`src/rtl/game_pkg.sv`:
```
// Shared encodings for the game sequencer: FSM states, wrapper status codes
// and button indices.
package game_pkg;

    typedef enum logic [2:0] {
        ST_START     = 3'b000,
        ST_PLAYING   = 3'b001,
        ST_PAUSED    = 3'b010,
        ST_GAME_OVER = 3'b011
    } game_state_e;

    localparam logic [2:0] GS_RUNNING = 3'b000;
    localparam logic [2:0] GS_LOST    = 3'b001;
    localparam logic [2:0] GS_CLEARED = 3'b010;

    localparam int BTN_START = 0;
    localparam int BTN_PAUSE = 1;

endpackage

```
`src/rtl/btn_debounce.sv`:
```
// Button conditioner: two-flop synchronizer, stability counter and a
// one-cycle pulse on each accepted rising level.
module btn_debounce #(
    parameter logic [19:0] DEBOUNCE_CYCLES = 20'd270000
) (
    input  logic clk,
    input  logic rst_n,
    input  logic raw,
    output logic press
);

    logic        sync1;
    logic        sync2;
    logic        level;
    logic        level_d;
    logic [19:0] cnt;

    always_ff @(posedge clk) begin
        if (!rst_n) begin
            sync1   <= 1'b0;
            sync2   <= 1'b0;
            level   <= 1'b0;
            level_d <= 1'b0;
            press   <= 1'b0;
            cnt     <= '0;
        end else begin
            sync1   <= raw;
            sync2   <= sync1;
            level_d <= level;
            press   <= level & ~level_d;
            // cnt counts consecutive synchronized samples that disagree with level
            if (sync2 == level) begin
                cnt <= '0;
            end else if (cnt == DEBOUNCE_CYCLES - 20'd1) begin
                level <= sync2;
                cnt   <= '0;
            end else begin
                cnt <= cnt + 20'd1;
            end
        end
    end

endmodule

```
`src/rtl/game_state_ctrl.sv`:
```
// Game sequencer: start / playing / paused / game-over flow, the game-over
// hold timer and the high-score register.
module game_state_ctrl
    import game_pkg::*;
#(
    parameter logic [19:0]      DEBOUNCE_CYCLES  = 20'd270000,
    parameter int               CNT_W            = 28,
    parameter logic [CNT_W-1:0] OVER_HOLD_CYCLES = 28'd81000000
) (
    input  logic        clk,
    input  logic        rst_n,
    input  logic [4:0]  buttons,
    input  logic [2:0]  game_status,
    input  logic [13:0] score,
    output logic [2:0]  game_state,
    output logic [13:0] high_score,
    output logic        player_won
);

    localparam logic [CNT_W-1:0] ONE       = 1;
    localparam logic [CNT_W-1:0] HOLD_LAST = OVER_HOLD_CYCLES - ONE;

    logic             start_p;
    logic             pause_p;
    game_state_e      state_q;
    game_state_e      state_d;
    logic [CNT_W-1:0] hold_q;
    logic             won_q;
    logic [13:0]      hs_q;
    logic             unused_buttons;

    assign unused_buttons = ^buttons[4:2];

    btn_debounce #(.DEBOUNCE_CYCLES(DEBOUNCE_CYCLES)) u_start_db (
        .clk   (clk),
        .rst_n (rst_n),
        .raw   (buttons[BTN_START]),
        .press (start_p)
    );

    btn_debounce #(.DEBOUNCE_CYCLES(DEBOUNCE_CYCLES)) u_pause_db (
        .clk   (clk),
        .rst_n (rst_n),
        .raw   (buttons[BTN_PAUSE]),
        .press (pause_p)
    );

    always_comb begin
        state_d = state_q;
        case (state_q)
            ST_START:     if (start_p) state_d = ST_PLAYING;
            // status codes outrank a coincident pause press
            ST_PLAYING: begin
                if (game_status == GS_LOST || game_status == GS_CLEARED) state_d = ST_GAME_OVER;
                else if (pause_p)                                         state_d = ST_PAUSED;
            end
            ST_PAUSED:    if (pause_p || start_p) state_d = ST_PLAYING;
            ST_GAME_OVER: if (start_p || hold_q == HOLD_LAST) state_d = ST_START;
            default:      state_d = ST_START;
        endcase
    end

    always_ff @(posedge clk) begin
        if (!rst_n) begin
            state_q <= ST_START;
            hold_q  <= '0;
            won_q   <= 1'b0;
            hs_q    <= '0;
        end else begin
            state_q <= state_d;
            hold_q  <= (state_q == ST_GAME_OVER && state_d == ST_GAME_OVER) ? hold_q + ONE : '0;
            if (state_d == ST_GAME_OVER && state_q != ST_GAME_OVER) won_q <= (game_status == GS_CLEARED);
            else if (state_d != ST_GAME_OVER)                       won_q <= 1'b0;
            // score lags the wrapper by a cycle, so keep sampling for the whole game-over period
            if (state_q == ST_GAME_OVER && score > hs_q) hs_q <= score;
        end
    end

    assign game_state = state_q;
    assign high_score = hs_q;
    assign player_won = won_q;

endmodule

```
`config.mk`:
```
export PLATFORM = sky130hd
export DESIGN_NAME = game_state_ctrl
export DESIGN_NICKNAME = d
export VERILOG_FILES = /design/src/rtl/game_pkg.sv /design/src/rtl/btn_debounce.sv /design/src/rtl/game_state_ctrl.sv
export SDC_FILE = /design/constraint.sdc
export NUM_CORES = 1
export LEC_CHECK = 0
export CORE_ASPECT_RATIO = 0.6
export CORE_UTILIZATION = 47
export CTS_CLUSTER_SIZE = 40
export DETAILED_ROUTE_END_ITERATION = 6
export PLACE_DENSITY = 0.7
export SYNTH_ARGS = -nofsm -noshare
export SYNTH_HDL_FRONTEND = slang
export SYNTH_SLANG_ARGS = --single-unit
```
`constraint.sdc`:
```
create_clock -name clk -period 4 [get_ports clk]
set_input_delay 0.6 -clock clk [delete_from_list [all_inputs] [get_ports clk]]
set_output_delay 0.6 -clock clk [all_outputs]
set_load 0.005 [all_outputs]
```
==> impl_metrics.json, run 1 <==
{
  "status": "finished, final reports clean",
  "first_pass_iters": 4,
  "fin_nets": 575,
  "post-route-period-util": 0.740,
  "gp_congestion": 0.814,
  "hp-class": "reg -> reg",
  "ctsResizeCount": 0,
  "relSlewSlack": 0.206,
  "cts_hold_repair.buffers": 0,
  "hpwl_mm": 6.31,
  "power_density_nw_per_um2": 362,
  "slowest_stage": "nor3_2",
  "fin_crit_ns": 2.96,
  "fin_cells": 668,
  "portBuffers": 38,
  "worst-path-max-fanout": 13,
  "synth_cells": 497,
  "grt_overflow_total": 0,
  "die_area_um2": 9950,
  "ys_types": 47,
  "setup_viol": 0,
  "clk_latency_ns": 0.34,
  "path_clk_slew_ns": 0.07,
  "vdd_drop_max_v": 0.000240,
  "cts_tree": "done",
  "ios": 42,
  "worstSetupStartpoint": "score[11]",
  "grt_usage": 0.198,
  "crit_arrival_ns": 3.13,
  "grt_setup_unrepaired": "no",
  "synth_edf_count": 0,
  "rows": 27,
  "ys_ff_latch": 96,
  "drive_above_1_share": 0.0669,
  "endpoint": "high_score[1]",
  "rrSetupSlack_ns": 1.37,
  "fmax_mhz": 338,
  "slowest_delay_ns": 0.90,
  "wire_per_inst_um": 13.4,
  "grt_max_degree": 29,
  "worst_pin_slew_ns": 1.19,
  "die_x_um": 128,
  "synth_top_area_share": 0.429,
  "post-route-drc-count": 0,
  "diodes": 0,
  "antenna_found_initial": 0,
  "wl_mm": 8.98,
  "postPlaceCellArea_um2": 4940,
  "end_kind": "register",
  "h-tree-depth": 3,
  "async_flop_share": 0,
  "syn_to_final_growth_pct": 16.8,
  "grt_pass1_vias": 3399,
  "totalPowerFinal_mw": 1.90,
  "synth_top_area_cell": "dfxtp_1",
  "crit_chain": "clkdlybuf4s50_1, ha_1, a211oi_1, nor2_1, or3_4, nor3_2, o22ai_1",
  "drv_cap": 0,
  "start_util": 0.486,
  "ys_warn_count": 0,
  "crit_type": "in -> reg",
  "die_y_um": 77.7,
  "detail-route-antenna-nets": 0,
  "synth_nets": 538,
  "cts_setup_buffers": 0,
  "worstRegToRegCells": 7,
  "dp_cells": 653,
  "drt_iter0_drc": 256,
  "cts.path.max_buffers": 2,
  "ys.flop_type": "dfxtp_1",
  "worst_r2r_endpoint": "high_score[1]",
  "avgSynthCellArea_um2": 9.02,
  "clkSinkCount": 96,
  "startpoint_type": "input port",
  "core_um2": 9220,
  "yosysSeqAreaShare": 0.429,
  "stdcell_area_um2": 5240,
  "clock_skew_ns": 0.00739,
  "leakagePower_nw": 1.71,
  "vias": 3457,
  "synth_area_um2": 4480,
  "slew_viol_final": 0,
  "synth_area_leaders": "dfxtp_1 (43%), nor2_1 (7.1%), xor2_1 (7.0%), xnor2_1 (5.7%), ha_1 (4.7%)",
  "finalHoldViolations": 0,
  "tns_ns": 0,
  "required_ns": 4.17,
  "ctsRootBufferMaster": "clkbuf_16",
  "grt_pass1_wl_mm": 15.7,
  "reg2reg_from": "high_score[11]",
  "routed_via_density": 5.18,
  "cts_buffers": 9
}
[cell type report]
type / count / area (um2)
Clock buffer: 10 / 239
Clock inverter: 5 / 56.3
Fill cell: 823 / 3990
Inverter: 25 / 93.8
Multi-Input combinational cell: 362 / 2370
Sequential cell: 96 / 1920
Tap cell: 130 / 163
Timing Repair Buffer: 40 / 395
[critical path, delay by kind of cell]
| kind | cells | cell delay [ns] |
|---|---|---|
| and+or+nand+nor | 3 | 1.39 |
| buffers and inverters | 1 | 0.44 |
| AOI/OAI and AO/OA | 2 | 0.36 |
| adders and majority gates | 1 | 0.33 |
[how the worst min path moves through the flow]
stage,startpoint,to,slack (ns),cells past startpoint
after floorplan,u_pause_db.level_d,u_pause_db.press,0.37,1
after global placement,u_pause_db.level_d,u_pause_db.press,0.38,1
after detailed placement,u_start_db.level_d,u_start_db.press,0.38,1
after CTS,u_start_db.level_d,u_start_db.press,0.39,1
after global routing,u_start_db.level_d,u_start_db.press,0.41,1
final,u_start_db.level_d,u_start_db.press,0.39,1
[stage by stage]
stage                     hold slack, ns   util  setup WS (ns)
final                              0.391  0.568           1.04
after global routing               0.409  0.568          0.873
after floorplan                    0.367      -           1.76
after CTS                          0.393  0.568           1.09
after global placement             0.376  0.536          0.787
after detailed placement           0.381  0.536          0.723
[per-layer routing]
| layer | vias to the layer above | GRT usage | wire length [um] |
|---|---|---|---|
| li1 | 1772 | - | - |
| met4 | 0 | 0.0659 | 121 |
| met2 | 59 | 0.298 | 3770 |
| met3 | 14 | 0.0545 | 413 |
| met1 | 1612 | 0.271 | 4680 |
| met5 | - | 0 | 0 |
[synth_stat cells (3+ instances only)]
cell type / n
nand4_1: 20
and3_1: 5
nand2b_1: 5
nand3_1: 36
and2_1: 11
ha_1: 17
nor2_1: 85
o22ai_2: 10
xor2_1: 36
o22ai_1: 3
buf_4: 4
clkbuf_1: 5
nor4_1: 4
a21oi_1: 10
buf_6: 5
nand2_1: 27
nor2b_1: 3
inv_1: 25
or4_1: 3
xnor2_1: 29
nor3_1: 15
and4_1: 12
nor4b_1: 4
dfxtp_1: 96
a21o_1: 3
[cells in the final DEF, fill, tap and decap left out, drive strengths merged, types with 5 or more instances in the layout]
cell type | netlist | layout
clkbuf | 5 | 10
clkdlybuf4s50 | 0 | 38
nand4 | 20 | 20
o22ai | 13 | 13
ha | 17 | 17
nand3 | 36 | 36
nor3 | 16 | 16
and4 | 12 | 12
nor2 | 85 | 85
dfxtp | 96 | 96
xor2 | 36 | 36
inv | 25 | 26
nor4 | 5 | 5
a21oi | 10 | 10
and2 | 11 | 11
and3 | 5 | 5
nand2b | 5 | 5
nand2 | 27 | 27
nor4b | 5 | 5
xnor2 | 29 | 29
[power breakdown]
| group | leakage, nW | total (mW) | switching [mW] | internal [mW] |
|---|---|---|---|---|
| Clock | 0.145 | 0.865 | 0.367 | 0.498 |
| Sequential | 0.774 | 0.960 | 0.00188 | 0.958 |
| Combinational | 0.793 | 0.0708 | 0.0361 | 0.0348 |
| Total | 1.71 | 1.90 | 0.405 | 1.49 |
[state kept, by name (all words and copies together), names as in the netlist, 3 cells and up]
signal	cells
hold_q	28
u_start_db.cnt	20
game_state	3
high_score	14
u_pause_db.cnt	20
[cells by family after synthesis]
kind of cell | after synthesis | synth area share
xor+xnor | 65 | 0.127
buf+inv | 39 | 0.0444
compound gates | 37 | 0.0712
other cells | 1 | 0.000836
fa+ha+maj | 17 | 0.0474
flops | 96 | 0.429
simple gates | 240 | 0.276
mux | 2 | 0.00446
No activity file was read; power rests on OpenSTA's default activity.
==> inputs of run 2 (changes only) <==
==> constraint.sdc (replaced) <==
create_clock -name clk -period 2.82 [get_ports clk]
set_input_delay 0.423 -clock clk [delete_from_list [all_inputs] [get_ports clk]]
set_output_delay 0.423 -clock clk [all_outputs]
set_load 0.005 [all_outputs]
==> impl_metrics.json, run 2 (synthesis gave the netlist of run 1 again) <==
{
  "status": "finished, final reports clean",
  "met2_length_mm": 3.95,
  "slew_viol_final": 0,
  "crit_type": "in -> reg",
  "vdd_drop_max_v": 0.000340,
  "worst_pin_slew_ns": 0.790,
  "first_pass_iters": 6,
  "grt_pass1_vias": 3538,
  "antenna_found_initial": 0,
  "syn_to_final_growth_pct": 18.9,
  "detail-route-antenna-nets": 0,
  "setup_viol": 0,
  "ctsRootBufferMaster": "clkbuf_16",
  "path_clk_slew_ns": 0.07,
  "wl_met1_mm": 4.73,
  "fin_util": 0.578,
  "finalHoldViolations": 0,
  "largest_reg_flops": 28,
  "multiInputGateArea_um2": 2370,
  "fin_cells": 675,
  "post-route-period-util": 0.863,
  "clk_latency_ns": 0.34,
  "stdcell_area_um2": 5330,
  "drv_cap": 0,
  "cts.path.max_buffers": 2,
  "grt_pass1_wl_mm": 16.0,
  "drive_above_1_share": 0.0789,
  "worst-path-max-fanout": 13,
  "gp_congestion": 0.836,
  "regArea_um2": 1920,
  "crit_arrival_ns": 2.62,
  "totalPowerFinal_mw": 2.82,
  "startpoint_type": "input port",
  "n_fill_cell": 812,
  "relSlewSlack": 0.472,
  "grt_overflow_total": 0,
  "hp-class": "reg -> reg",
  "die_x_um": 128,
  "maxUsedRoutingLayer": "met4",
  "portBuffers": 38,
  "layout_common_cells": "dfxtp_1 (96), nor2_1 (85), clkdlybuf4s50_1 (38)",
  "hpwl_mm": 6.49,
  "end_kind": "register",
  "wire_per_inst_um": 13.3,
  "h-tree-depth": 3,
  "wl_met3_um": 281,
  "diodes": 0,
  "fmax_mhz": 411,
  "reg_top3": "hold_q (28), u_pause_db.cnt (20), u_start_db.cnt (20)",
  "vias": 3525,
  "cts_buffers": 9,
  "routed_via_density": 5.22,
  "rows": 27,
  "grt_setup_unrepaired": "no",
  "die_y_um": 77.7,
  "clkSinkCount": 96,
  "final_common_cell": "dfxtp_1",
  "drt_iter0_drc": 283,
  "dp_cells": 659,
  "top_register": "hold_q",
  "power_density_nw_per_um2": 529,
  "start_util": 0.486,
  "grt_max_degree": 29,
  "core_um2": 9220,
  "fin_crit_ns": 2.43,
  "ios": 42,
  "postPlaceCellArea_um2": 4990,
  "fin_nets": 581,
  "post-route-drc-count": 0,
  "grt_usage": 0.200,
  "clock_skew_ns": 0.00436,
  "wl_mm": 8.99,
  "cts_tree": "done",
  "die_area_um2": 9950,
  "leakagePower_nw": 1.76,
  "tns_ns": 0,
  "required_ns": 3.01
}
## run 2: cell count changes in the layout (fill, tap and decap cells not counted)
cell and delta:
buf_4 +6, bufinv_16 +1, clkbuf_8 -1, clkinv_2 -1, clkinv_8 +1, clkinvlp_4 -1, inv_8 +2, nor3_2 -1
nor3_4 +1
## run 2: final cells by class
type	count	area share
clock buffer	9	0.0422
clock inverter	7	0.0211
inverter	25	0.0176
multi-input combinational	362	0.445
sequential	96	0.360
tap	130	0.0305
timing repair buffer	46	0.0826
## run 2: path summary, 6_finish.rpt
check	cells past startpoint	to	start	slack [ns]
max	7	high_score[1]	score[11]	0.39
min	1	u_pause_db.press	u_pause_db.level_d	0.40
max reg2reg	7	high_score[1]	high_score[11]	0.53
min reg2reg	1	u_pause_db.press	u_pause_db.level_d	0.40
## run 2: stage by stage
stage	hold WS, ns	worst slack, ns
5_1_grt	0.418	0.292
6_report	0.401	0.387
2_1_floorplan	0.367	0.756
3_3_place_gp	0.376	-0.229
4_1_cts	0.401	0.0954
3_5_place_dp	0.383	-0.268
## run 2: worst max-delay path, cell delays in order
cell	delay [ns]
clkdlybuf4s50_1	0.42
ha_1	0.32
a211oi_1	0.23
nor2_1	0.08
or3_4	0.39
nor3_4	0.62
o22ai_1	0.14
## run 2: layer usage
metal / vias up / global-route usage
met3: 5 / 0.0572
li1: 1791 / -
met4: 0 / 0.0482
met5: - / 0
met1: 1676 / 0.268
met2: 53 / 0.318
## run 2: what timing repair did
item                       4_1_cts  5_1_grt
setup buffers                    0        0
gates resized for setup          0        1
hold buffers                     0        0
setup endpoints to repair        0        4
## run 2: power breakdown
| part | total, mW | switching (mW) | internal, mW |
|---|---|---|---|
| sequential | 1.36 | 0.00301 | 1.36 |
| clock | 1.35 | 0.556 | 0.799 |
| combinational | 0.106 | 0.0529 | 0.0533 |
==> inputs of run 3 (changes only) <==
--- a/config.mk
+++ b/config.mk
@@ -6,10 +6,12 @@
 export NUM_CORES = 1
 export LEC_CHECK = 0
 export CORE_ASPECT_RATIO = 0.6
+export CORE_MARGIN = 4
 export CORE_UTILIZATION = 47
 export CTS_CLUSTER_SIZE = 40
 export DETAILED_ROUTE_END_ITERATION = 6
 export PLACE_DENSITY = 0.7
+export RECOVER_POWER = 50
 export SYNTH_ARGS = -nofsm -noshare
 export SYNTH_HDL_FRONTEND = slang
 export SYNTH_SLANG_ARGS = --single-unit
==> impl_metrics.json, run 3 (synthesis gave the netlist of run 1 again) <==
{
  "status": "finished, final reports clean",
  "drive_above_1_share": 0.0664,
  "grt_pass1_vias": 3293,
  "detail-route-antenna-nets": 0,
  "hp-class": "reg -> reg",
  "setup_viol": 0,
  "holdWs_ns": 0.381,
  "stdcell_area_um2": 5290,
  "top_register": "hold_q",
  "fin_cells": 672,
  "vias": 3499,
  "worst_path_dominant_cell_family": "buffers and inverters",
  "wire_per_inst_um": 13.2,
  "regArea_um2": 1920,
  "grt_overflow_total": 0,
  "fin_ws_ns": 0.321,
  "worst-path-max-fanout": 28,
  "cts_tree": "done",
  "multiInputGateArea_um2": 2370,
  "clock_skew_ns": 0.00594,
  "ctsResizeCount": 0,
  "grt_setup_unrepaired": "no",
  "n_fill_cell": 783,
  "slowest_stage": "clkbuf_1",
  "die_x_um": 134,
  "die_area_um2": 11200,
  "crit_arrival_ns": 2.77,
  "end_kind": "register",
  "postPlaceCellArea_um2": 4960,
  "reg2reg_from": "high_score[13]",
  "reg_top3": "hold_q (28), u_pause_db.cnt (20), u_start_db.cnt (20)",
  "hpwl_mm": 6.43,
  "hp-start": "u_pause_db.level_d",
  "largest_reg_flops": 28,
  "fmax_mhz": 400,
  "drv_cap": 0,
  "crit_cells": 5,
  "totalPowerFinal_mw": 2.77,
  "startpoint_type": "input port",
  "wl_mm": 8.90,
  "leakagePower_nw": 1.79,
  "layout_common_cells": "dfxtp_1 (96), nor2_1 (85), nand3_1 (36), xor2_1 (36), xnor2_1 (29)",
  "cts_setup_buffers": 0,
  "grt_pass1_wl_mm": 15.1,
  "tns_ns": 0,
  "core_um2": 9220,
  "worst_pin_slew_ns": 1.04,
  "vdd_drop_max_v": 0.000280,
  "worst_r2r_endpoint": "high_score[6]",
  "hold_depth": 1,
  "start_util": 0.486,
  "rrSetupSlack_ns": 0.51,
  "post-route-drc-count": 0,
  "drt_iter0_drc": 238,
  "cts.path.max_buffers": 2,
  "dp_slack_ns": -0.218,
  "portBuffers": 38,
  "antenna_found_initial": 0,
  "finalHoldViolations": 0,
  "clk_latency_ns": 0.34,
  "crit_type": "in -> reg",
  "final_common_cell": "dfxtp_1",
  "post-route-period-util": 0.886,
  "ios": 42,
  "required_ns": 3.09,
  "first_pass_iters": 4,
  "diodes": 0,
  "die_y_um": 83.7,
  "fin_crit_ns": 2.50,
  "hold_end": "u_pause_db.press",
  "ctsRootBufferMaster": "clkbuf_16",
  "worstRegToRegCells": 8,
  "clkSinkCount": 96,
  "fin_nets": 578,
  "cts_hold_repair.buffers": 0,
  "syn_to_final_growth_pct": 17.9,
  "cp_num_buf_inv": 2,
  "h-tree-depth": 3,
  "rows": 27,
  "crit_chain": "dlygate4sd3_1, clkbuf_1, nand2b_1, or2_2, nor2_1",
  "cts_buffers": 9,
  "slowest_delay_ns": 0.78,
  "path_clk_slew_ns": 0.06,
  "routed_via_density": 5.21,
  "fin_util": 0.573,
  "grt_usage": 0.164,
  "relSlewSlack": 0.307,
  "grt_max_degree": 29,
  "slew_viol_final": 0,
  "power_density_nw_per_um2": 524,
  "gp_congestion": 0.846,
  "dp_cells": 656
}
-- run 3: worst max path at each step --
| stage | startpoint | to | slack, ns |
|---|---|---|---|
| 3_5_place_dp | score[11] | high_score[6] | -0.22 |
| 5_1_grt | rst_n | hold_q[5] | 0.19 |
| 2_1_floorplan | score[11] | high_score[10] | 0.76 |
| 6_report | rst_n | hold_q[9] | 0.32 |
| 3_3_place_gp | score[11] | high_score[2] | -0.20 |
| 4_1_cts | score[11] | high_score[6] | 0.18 |
-- run 3: where the power goes --
group	internal [mW]	total [mW]	switching [mW]
Clock	0.805	1.31	0.502
Sequential	1.36	1.36	0.00274
Combinational	0.0498	0.102	0.0520
-- run 3: per-layer routing --
metal,track usage,routed length [um]
met1,0.230,4600
met2,0.234,3740
met4,0.0591,145
met5,0,0
met3,0.0542,410
-- run 3: cell type report --
| cell class | instances | area share |
|---|---|---|
| Clock buffer | 12 | 0.0466 |
| Sequential cell | 96 | 0.364 |
| Inverter | 25 | 0.0178 |
| Clock inverter | 4 | 0.0147 |
| Tap cell | 130 | 0.0308 |
| Timing Repair Buffer | 43 | 0.0784 |
| Multi-Input combinational cell | 362 | 0.448 |
-- run 3: worst reg2reg max path, stage by stage, from the launching register on --
cell	delay (ns)
dfxtp_1	0.36
inv_1	0.07
ha_1	0.28
nand4_1	0.17
nor3_1	0.30
a21boi_1	0.38
buf_4	0.20
o41a_4	0.28
o22ai_2	0.12
